**src/rtl/apb_master_bridge.sv**
```systemverilog
// Core req/gnt/rvalid to APB3 initiator: one SETUP+ACCESS transfer per request,
// with an optional ACCESS-phase timeout so a silent slave cannot stall the core.
module apb_master_bridge #(
  parameter int unsigned APB_ADDR_WIDTH = 32,
  parameter int unsigned APB_DATA_WIDTH = 32,
  parameter int unsigned TIMEOUT_CYCLES = 256
) (
  input  logic                      clk,
  input  logic                      rst_n,
  input  logic                      req_i,
  input  logic [APB_ADDR_WIDTH-1:0] addr_i,
  input  logic                      we_i,
  input  logic [APB_DATA_WIDTH-1:0] wdata_i,
  output logic                      gnt_o,
  output logic                      rvalid_o,
  output logic [APB_DATA_WIDTH-1:0] rdata_o,
  output logic                      err_o,
  output logic [APB_ADDR_WIDTH-1:0] paddr_o,
  output logic [APB_DATA_WIDTH-1:0] pwdata_o,
  output logic                      pwrite_o,
  output logic                      psel_o,
  output logic                      penable_o,
  input  logic [APB_DATA_WIDTH-1:0] prdata_i,
  input  logic                      pready_i,
  input  logic                      pslverr_i
);

  // Keep at least one counter bit when the timeout is disabled.
  localparam int unsigned CntW = (TIMEOUT_CYCLES == 0) ? 1 : $clog2(TIMEOUT_CYCLES + 1);

  typedef enum logic [1:0] {StIdle, StSetup, StAccess} state_e;

  state_e                    state_q, state_d;
  logic [APB_ADDR_WIDTH-1:0] addr_q, addr_d;
  logic [APB_DATA_WIDTH-1:0] wdata_q, wdata_d;
  logic                      write_q, write_d;
  logic [APB_DATA_WIDTH-1:0] rdata_q, rdata_d;
  logic                      rvalid_q, rvalid_d;
  logic                      err_q, err_d;
  logic [CntW-1:0]           cnt_q, cnt_d;
  logic                      timeout_hit;

  assign timeout_hit = (TIMEOUT_CYCLES != 0) && (32'(cnt_q) == TIMEOUT_CYCLES - 32'd1);

  always_comb begin
    state_d  = state_q;
    addr_d   = addr_q;
    wdata_d  = wdata_q;
    write_d  = write_q;
    rdata_d  = rdata_q;
    err_d    = err_q;
    rvalid_d = 1'b0;
    cnt_d    = cnt_q;
    gnt_o    = 1'b0;
    unique case (state_q)
      StIdle: begin
        gnt_o = req_i;
        if (req_i) begin
          addr_d  = addr_i;
          wdata_d = wdata_i;
          write_d = we_i;
          cnt_d   = '0;
          state_d = StSetup;
        end
      end
      StSetup: state_d = StAccess;
      StAccess: begin
        cnt_d = cnt_q + CntW'(1);
        if (pready_i) begin
          rvalid_d = 1'b1;
          err_d    = pslverr_i;
          rdata_d  = (!write_q && !pslverr_i) ? prdata_i : '0;
          state_d  = StIdle;
        end else if (timeout_hit) begin
          // Abort: psel drops without a completed APB handshake.
          rvalid_d = 1'b1;
          err_d    = 1'b1;
          rdata_d  = '0;
          state_d  = StIdle;
        end
      end
      default: state_d = StIdle;
    endcase
  end

  always_ff @(posedge clk or negedge rst_n) begin
    if (!rst_n) begin
      state_q  <= StIdle;
      addr_q   <= '0;
      wdata_q  <= '0;
      write_q  <= 1'b0;
      rdata_q  <= '0;
      rvalid_q <= 1'b0;
      err_q    <= 1'b0;
      cnt_q    <= '0;
    end else begin
      state_q  <= state_d;
      addr_q   <= addr_d;
      wdata_q  <= wdata_d;
      write_q  <= write_d;
      rdata_q  <= rdata_d;
      rvalid_q <= rvalid_d;
      err_q    <= err_d;
      cnt_q    <= cnt_d;
    end
  end

  assign psel_o    = (state_q != StIdle);
  assign penable_o = (state_q == StAccess);
  assign paddr_o   = addr_q;
  assign pwdata_o  = wdata_q;
  assign pwrite_o  = write_q;
  assign rvalid_o  = rvalid_q;
  assign rdata_o   = rdata_q;
  assign err_o     = err_q;

endmodule

```
**config.mk**
```make
export PLATFORM = sky130hd
export DESIGN_NAME = apb_master_bridge
export DESIGN_NICKNAME = d
export VERILOG_FILES = /design/src/rtl/apb_master_bridge.sv
export SDC_FILE = /design/constraint.sdc
export NUM_CORES = 1
export LEC_CHECK = 0
export CORE_ASPECT_RATIO = 0.6
export CORE_MARGIN = 3
export CORE_UTILIZATION = 44
export DETAILED_ROUTE_END_ITERATION = 12
export PLACE_DENSITY = 0.85
export RECOVER_POWER = 100
export SLEW_MARGIN = 0
export SYNTH_ARGS = -nofsm -noshare
export SYNTH_HDL_FRONTEND = slang
export SYNTH_SLANG_ARGS = --single-unit
```
**constraint.sdc**
```tcl
create_clock -name clk -period 2.6 [get_ports clk]
set_input_delay 0.26 -clock clk [delete_from_list [all_inputs] [get_ports clk]]
set_output_delay 0.26 -clock clk [all_outputs]
set_load 0.05 [all_outputs]
```
==> key figures <==
Run status
  – Status: finished, final reports clean

CTS
  – CTS Buf Count: 9
  – Hold buffers post-CTS: 0
  – # clock sinks: 110
  – CTS clk-pin slew, worst paths: 0.07 ns
  – H-tree depth: 3
  – Maximum root-to-sink buffer count: 2
  – Skew-Pair Late Insertion Delay: 0.34 ns
  – Postcts setup bufs: 0
  – CTS root buffer: clkbuf_16
  – Post_cts resized: 0
  – CTS tree: yes

Floorplan
  – Site Rows: 27
  – Die Area: 11,100 sq um
  – Die Span Y: 82.8 um
  – I/O Pins: 204
  – Starting Density: 46.3%
  – Die Wd: 134 um
  – Core Region: 9360 sq um

STA
  – Slew @ Worst Pin: 1.44 ns
  – Final Max Tran Viols: 0
  – Clk_skew: 0.00793 ns
  – Final hold viol count: 0
  – Final setup fails: 0
  – Setup TNS: 0 ns
  – Min cycle time layout: 2.44 ns
  – F_max: 0.410 GHz
  – Unrepaired setup endpoints after global routing: no
  – Fin crit share: 93.8%
  – Worst slew margin: 4.15%

Worst setup path
  – Arr. time, crit path: 2.18 ns
  – CP max stage cell: dlygate4sd3_1
  – CP bufs+invs: 2
  – CP Data Required Time: 2.34 ns
  – Critical Path, Cell by Cell: nand2b_2, clkinv_1, dlygate4sd3_1
  – Slowest Stage Delay on Critical Path: 0.90 ns
  – CP endpoint kind: output pin
  – CP Launch Type: flip-flop
  – CP Class: reg2out
  – Critical Path Fanout Max: 15
  – Delay-heaviest family, CP: buffers and inverters

Drt
  – Met2 routed WL: 5160 um
  – Vias: 3,009
  – Final ANT Viol Nets: 0
  – Routed WL per cell: 17.4 um
  – Drt total wl: 10,700 um
  – Drt drc: 0
  – Met3 wire len: 1100 um
  – Initial DRC count: 93
  – Drt pass-1 iters: 4
  – Top Layer Used: met4
  – Metal-1 WL: 4370 um
  – DR vias/cell: 4.90

Pwr
  – Comb pwr share: 56.0%
  – Sequential Power Share: 29.4%
  – Power per standard cell area: 1510 nW/um^2
  – Psw: 4.83 mW
  – Leak: 2.94 nW
  – Net Sw Frac: 48.1%
  – Clk network pwr share: 14.6%
  – Pint: 5.21 mW
  – Max VDD drop: 0.000843 V

Synth
  – Mux cell area share after synthesis: 20.8%
  – Synth Area in Simple Gates: 3.41%
  – Synth top area share: 63.6%
  – Seq/Total Area, Yosys: 63.6%
  – FF+latch count, synth: 110
  – Cell area after synthesis: 4330 sq um
  – Area leader, netlist: dfrtp_1
  – Compound-Gate Fraction of Synth Area: 8.32%
  – Synth Area in XOR/XNOR: 0.202%
  – Mean post-synth cell area: 15.9 sq um
  – Ys Warns: 0
  – Synth Net Count: 377
  – Syn Inst Count: 273
  – Largest family of logic cells by synthesized area: multiplexers
  – Synth area leaders: dfrtp_1, mux2_4, mux2_2, a22o_1, buf_6
  – Adder-cell share of the synthesized area: 0.578%
  – Post-synthesis cell type count: 31

Final layout
  – Nets@finish: 583
  – Fillers: 694
  – Highest-count cells in the layout ignoring fill and taps: dfrtp_1, dlygate4sd3_1, clkdlybuf4s50_1, mux2_1, a22o_1
  – Final Cell Area: 6640 sq um
  – Share of cells above drive strength 1: 11.2%
  – Most common cell after layout, fill and taps aside: dfrtp_1
  – ANT cells: 0
  – Area growth, synth to finish: 53.3%

GRT
  – Vias in the first global route: 3,358
  – Largest net degree at the start of global routing: 61
  – Total gr overflow: 0
  – Initial antenna violation count: 0
  – Global-route wire length before repair: 17,900 um
  – Tot GR Track Use: 20.3%

Worst hold path
  – Hold crit path type: in2async

Place
  – Routability cong.: 0.717
  – Area of placed instances: 6500 sq um
  – Port-buffer cells: 203
  – Detailed Place HPWL: 8030 um

Job
  – Max_cap viols: 0
[through the flow]
step                total power [mW]  setup slack (ns)  std cells  utilization [%]  hold WS (ns)
global placement                9.18             0.468        598             69.5         0.374
CTS                             10.8             0.185        614             73.0        0.0196
global route                    10.5            0.0609        614             70.9         0.400
floorplan                       7.15             0.901        273                -       -0.0356
finish                          10.0             0.162        614             70.9         0.255
detailed placement              9.30             0.436        598             69.5         0.387
[cell usage after synthesis (all sizes together)]
| cell | n |
|---|---|
| clkbuf | 2 |
| or3b | 1 |
| dfrtp | 110 |
| o22ai | 1 |
| nand3 | 9 |
| inv | 7 |
| o32a | 1 |
| o31ai | 1 |
| ha | 2 |
| o311ai | 1 |
| xor2 | 1 |
| or4 | 1 |
| o41ai | 1 |
| buf | 13 |
| or2 | 1 |
| nand3b | 1 |
| nand2b | 1 |
| nor2 | 3 |
| nand2 | 7 |
| o21ai | 4 |
| nor4 | 1 |
| mux2 | 65 |
| mux2i | 2 |
| clkinv | 1 |
| a22o | 32 |
| nand4 | 1 |
| o211ai | 2 |
| nor3 | 1 |
[power by group through the flow]
stage,Combinational [mW],Clock [mW],Sequential [mW]
CTS,6.31,1.50,3.01
global route,5.86,1.58,3.07
floorplan,1.45,0,5.70
global placement,6.19,0,2.99
finish,5.62,1.47,2.95
detailed placement,6.28,0,3.02
[final timing paths]
check | from | end | slack [ns] | cells past startpoint
worst max-delay path | state_q[0] | penable_o | 0.16 | 3
worst max register to register | state_q[1] | pwdata_o[9] | 0.36 | 3
min in group clk | pwdata_o[20] | pwdata_o[20] | 0.49 | 1
worst min-delay path | rst_n | pwdata_o[19] | 0.26 | 1
max in group asynchronous | rst_n | rdata_o[1] | 0.69 | 2
worst min register to register | pwdata_o[20] | pwdata_o[20] | 0.49 | 1
[logic make-up (layout without fill, tap and decap cells)]
kind of cell	after synthesis	after routing
buffers and inverters	23	234
xor gates and xnor gates	1	1
and+or+nand+nor	27	27
AOI/OAI and AO/OA	43	43
DFF	110	110
muxes	67	67
adders and majority gates	2	2
[state kept, by name, indices dropped and copies added, names as in the netlist]
register	cells
state_q	2
rdata_o	32
pwdata_o	32
cnt_q	9
rvalid_o	1
paddr_o	32
err_o	1
pwrite_o	1
[layer usage]
layer	GRT usage [%]	up-vias
li1	-	1402
met1	24.7	1476
met2	33.3	123
met3	9.75	8
met4	4.25	0
met5	0	-
[layout make-up]
class	instances	area, sq um	share of cell area [%]
clock inverter	5	81.3	1.23
inverter	8	30.0	0.452
clock buffer	11	243	3.66
tap	130	163	2.45
timing repair buffer	210	2060	31.0
sequential	110	2750	41.5
multi-input combinational	140	1310	19.8
Note: power is estimated with default switching activity, not from simulation.
